<file path="src/rtl/freq_gate_counter.sv">
// Gated edge counter: counts synchronized rising edges of sig_in over a fixed
// window of GATE_CYCLES clocks and publishes each completed count on freq.
module freq_gate_counter #(
  parameter int unsigned GATE_CYCLES = 50000000,
  parameter int unsigned CNT_W       = 32,
  parameter int unsigned SYNC_STAGES = 2
) (
  input  logic        clk,
  input  logic        rst,
  input  logic        sig_in,
  input  logic        enable,
  output logic [31:0] freq,
  output logic        freq_valid,
  output logic        overflow,
  output logic        gate_active
);

  localparam int unsigned    GW        = $clog2(GATE_CYCLES);
  localparam logic [GW-1:0]  GATE_LAST = GW'(GATE_CYCLES - 1);
  localparam int unsigned    MW        = $clog2(SYNC_STAGES + 2);
  localparam logic [MW-1:0]  MASK_LEN  = MW'(SYNC_STAGES + 1);

  typedef enum logic {IDLE, GATE} state_t;

  state_t                 state;
  logic [SYNC_STAGES-1:0] sync;
  logic                   prev;
  logic                   strobe;
  logic [MW-1:0]          mask_cnt;
  logic [GW-1:0]          gate_cnt;
  logic [CNT_W-1:0]       edge_cnt;
  logic [CNT_W-1:0]       cnt_next;
  logic                   ovf;
  logic                   ovf_next;

  // Strobe is suppressed until the chain has flushed its reset zeros, so a
  // level already high at reset release is never mistaken for an edge.
  always_ff @(posedge clk) begin
    if (rst) begin
      sync     <= '0;
      prev     <= 1'b0;
      strobe   <= 1'b0;
      mask_cnt <= '0;
    end else begin
      sync   <= {sync[SYNC_STAGES-2:0], sig_in};
      prev   <= sync[SYNC_STAGES-1];
      strobe <= sync[SYNC_STAGES-1] & ~prev & (mask_cnt == MASK_LEN);
      if (mask_cnt != MASK_LEN) mask_cnt <= mask_cnt + MW'(1);
    end
  end

  always_comb begin
    cnt_next = edge_cnt;
    ovf_next = ovf;
    if (strobe) begin
      if (edge_cnt == '1) ovf_next = 1'b1;
      else                cnt_next = edge_cnt + CNT_W'(1);
    end
  end

  // The terminal cycle publishes cnt_next so a strobe landing on it still
  // belongs to the closing window.
  always_ff @(posedge clk) begin
    if (rst) begin
      state       <= IDLE;
      gate_cnt    <= '0;
      edge_cnt    <= '0;
      ovf         <= 1'b0;
      freq        <= '0;
      freq_valid  <= 1'b0;
      overflow    <= 1'b0;
      gate_active <= 1'b0;
    end else begin
      freq_valid <= 1'b0;
      case (state)
        IDLE: begin
          if (enable) begin
            state       <= GATE;
            gate_active <= 1'b1;
            gate_cnt    <= '0;
            edge_cnt    <= '0;
            ovf         <= 1'b0;
          end
        end
        GATE: begin
          if (gate_cnt == GATE_LAST) begin
            freq       <= 32'(cnt_next);
            overflow   <= ovf_next;
            freq_valid <= 1'b1;
            gate_cnt   <= '0;
            edge_cnt   <= '0;
            ovf        <= 1'b0;
            if (!enable) begin
              state       <= IDLE;
              gate_active <= 1'b0;
            end
          end else if (!enable) begin
            state       <= IDLE;
            gate_active <= 1'b0;
          end else begin
            gate_cnt <= gate_cnt + GW'(1);
            edge_cnt <= cnt_next;
            ovf      <= ovf_next;
          end
        end
      endcase
    end
  end

endmodule
</file>
<file path="config.mk">
export PLATFORM = sky130hd
export DESIGN_NAME = freq_gate_counter
export DESIGN_NICKNAME = d
export VERILOG_FILES = /design/src/rtl/freq_gate_counter.sv
export SDC_FILE = /design/constraint.sdc
export NUM_CORES = 1
export LEC_CHECK = 0
export ABC_CLOCK_PERIOD_IN_PS = 1880
export CAP_MARGIN = 20
export CORE_UTILIZATION = 53
export DETAILED_ROUTE_END_ITERATION = 10
export GPL_ROUTABILITY_DRIVEN = 0
export GPL_TIMING_DRIVEN = 0
export HOLD_SLACK_MARGIN = 0.1
export PLACE_DENSITY = 0.76
export SYNTH_ARGS = -nofsm -noshare
export SYNTH_HDL_FRONTEND = slang
export SYNTH_SLANG_ARGS = --single-unit
</file>
<file path="constraint.sdc">
create_clock -name clk -period 1.88 [get_ports clk]
set_input_delay 0.188 -clock clk [delete_from_list [all_inputs] [get_ports clk]]
set_output_delay 0.188 -clock clk [all_outputs]
set_load 0.01 [all_outputs]
</file>
==> results.yml <==
job:
  drv_cap: 0
cells_and_area:
  n_antenna_cell: 0
  stdcell_count: 848
  num-fill-cells: 419
  area.sequential_sq_um: 2130
  post-route-util: 0.853
  areaGrowthSynthToFinish_pct: 55.5
  drive_gt1_frac: 0.476
  multiInputGateArea_sq_um: 3760
  layout.nets: 723
grt:
  grt_pass1_wl_mm: 23.6
  grt_pass1_vias: 4780
  antenna_found_initial: 0
  grt_max_degree: 19
  overflow: 0
  track_usage: 0.301
detailed_routing:
  routed_via_density: 6.78
  ant_nets: 0
  drtPass1Iterations: 5
  post_drt_wl_per_cell_microns: 25.0
  wirelength_mm: 21.2
  vias: 5746
  drcViolationCount: 0
  drt-initial-drc-count: 829
yosys:
  yosys_most_used_dff: "dfxtp_1"
  synth_cells: 590
  syn_avg_cell_area_sq_um: 8.64
  syn_area_sq_um: 5090
  synth-seq-area-share: 0.397
  synth_cell_types: 60
  synthArstFlopShare: 0
  synth_seq_cells: 101
  ys_warn_count: 0
  synth_nets: 599
  synth-edff-count: 0
min_path:
  min_from: "sig_in"
  whs_endpoint: "sync[0]"
  holdPathStages: 2
  worstHoldPathType: "input port to register"
critical_path:
  crit_path_end_kind: "register"
  r2r-end: "gate_cnt[9]"
  cp.arrival_ps: 2460
  startpoint_type: "register"
  r2r_setup_slack_ps: -290
  critPathKind: "register to register"
  r2r_cells: 9
  critPathMaxFanout: 5
  reg2reg_from: "gate_cnt[0]"
  required_ps: 2160
pwr:
  p_sw_w: 0.00111
  combPwrFrac: 0.099
  p_per_area_nw_per_um2: 492
  peakVddDrop_uv: 512
  switching_share: 0.285
  p_int_w: 0.00279
  pwr-share-clk: 0.351
  pwr-share-seq: 0.550
  p_leak_nw: 2.58
sta:
  post-route-min-period_ps: 2170
  worst_slew_pin_slew_ps: 869
  relSlewSlack: 0.420
  fin_ws_ps: -295
  setup_viol: 90
  rsz0062_at_grt: "true"
  hold_viol: 0
  fin_crit_sh: 1.16
  skew_ps: 11.9
  slew_violations: 0
  max_freq_mhz: 460
die:
  fp.dieArea_sq_um: 10000
  ios: 39
  die_width_microns: 100
  fp.coreArea_sq_um: 9280
  die_y_microns: 100
  row_count: 35
  start_util: 0.549
clock_network:
  clk_path_buf_depth: 2
  hold_buffers: 0
  cts.clk_slew.worst_paths_ps: 110
  cts-root-buf: "clkbuf_8"
  cts_sinks: 101
  h-tree-depth: 3
  worstSkewPairLatency_ps: 400
  cts_tree: "yes"
  cts-buffers-inserted: 9
outcome:
  outcome: "complete, but fails checks"
  failed_checks: "setup timing"
placement:
  numPortBuffers: 38
  dp_worst_setup_slack_ps: -615
  place_inst: 757
  dp_hpwl_mm: 8.94
logic make-up after synthesis:
kind of cell             after synthesis  synth area share
AND/OR/NAND/NOR                      250             0.276
AO/OA/AOI/OAI                        130             0.172
flip-flops                           101             0.397
buffers and inverters                 51            0.0518
XOR/XNOR                              50            0.0860
adder cells (fa/ha/maj)                5            0.0123
multiplexers                           3           0.00589
synthesized netlist by cell type, drive strengths merged, types with 5 or more instances:
master | n | area (sq um)
dfxtp | 101 | 2020
nor2 | 87 | 327
xnor2 | 40 | 350
a211oi | 37 | 283
nand2 | 33 | 124
o21ai | 29 | 145
a21oi | 24 | 124
buf | 22 | 155
nand3 | 20 | 105
a31oi | 19 | 149
nand4 | 18 | 143
inv | 15 | 56.3
nor4 | 15 | 149
and3 | 14 | 87.6
clkbuf | 14 | 52.6
nor3 | 12 | 65.1
and4 | 11 | 98.8
xor2 | 10 | 87.6
or3 | 9 | 56.3
nand2b | 8 | 50.1
and2 | 7 | 43.8
ha | 5 | 62.6
o31ai | 5 | 37.5
power by group through the flow:
stage          logic (W)  registers (W)  clock network (W)
3_5_place_dp    0.000189        0.00222                  0
6_report        0.000386        0.00214            0.00137
4_1_cts         0.000285        0.00216            0.00132
5_1_grt         0.000397        0.00215            0.00146
3_3_place_gp    0.000187        0.00221                  0
2_1_floorplan   0.000130        0.00222                  0
worst max-delay path, cell delays in order, from the launching register on:
cell and delay (ps):
dfxtp_2 380, ha_4 160, and3_4 250, nand4_1 170, buf_4 190, o21a_4 270
buf_12 170, nor3_4 180, xnor2_1 180, nor2_1 100
stage by stage:
step | area (sq um) | power [W] | hold WS, ps | TNS [ps]
2_1_floorplan | 5130 | 0.00235 | 316 | -17.0
3_3_place_gp | 5670 | 0.00240 | 437 | -35600
3_5_place_dp | 5670 | 0.00241 | 446 | -39780
4_1_cts | 6860 | 0.00377 | 360 | -3050
5_1_grt | 7920 | 0.00400 | 351 | -16790
6_report | 7920 | 0.00390 | 352 | -15440
state kept, by name, summed over array words and instances (netlist names):
signal,count
edge_cnt,32
freq,32
freq_valid,1
gate_active,1
gate_cnt,26
mask_cnt,2
overflow,1
ovf,1
prev,1
state,1
strobe,1
sync,2
layout by cell type (no fill, tap or decap), drive strengths merged, types with 17 or more instances in the layout:
cell,count
xnor2,40
dfxtp,101
clkbuf,22
nor2,87
a211oi,37
nand2,33
nand4,18
nand3,20
buf,98
inv,17
a31oi,19
clkdlybuf4s50,38
a21oi,24
o21ai,29
worst max path at each step:
stage	start	end	slack, ps	cells after the start
3_3_place_gp	gate_cnt[0]	edge_cnt[17]	-570	7
3_5_place_dp	gate_cnt[7]	freq[26]	-620	7
5_1_grt	gate_cnt[0]	gate_cnt[12]	-310	9
6_report	gate_cnt[0]	gate_cnt[9]	-290	9
2_1_floorplan	edge_cnt[1]	edge_cnt[30]	-7	6
4_1_cts	gate_cnt[10]	gate_cnt[4]	-90	8
layer usage:
metal | track usage | part of all wire | up-vias | routed length, microns
met1 | 0.368 | 0.37 | 2712 | 7750
met5 | 0 | 0 | - | 0
met2 | 0.500 | 0.46 | 505 | 9840
met3 | 0.0745 | 0.11 | 142 | 2320
li1 | - | - | 2387 | -
met4 | 0.140 | 0.060 | 0 | 1280
timing repair:
action	in CTS	in global routing
endpoints found under the setup margin	92	92
gates cloned	4	7
resized for setup	178	182
buffers inserted	36	34
pin swaps	47	78
final cells by class:
type	instances	share of cell area
multi-input combinational	438	0.474
sequential	101	0.269
timing repair buffer	119	0.159
buffer	30	0.0463
tap	129	0.0204
clock buffer	9	0.0156
inverter	15	0.00790
clock inverter	7	0.00711
Power figures use the tool's default switching activity.
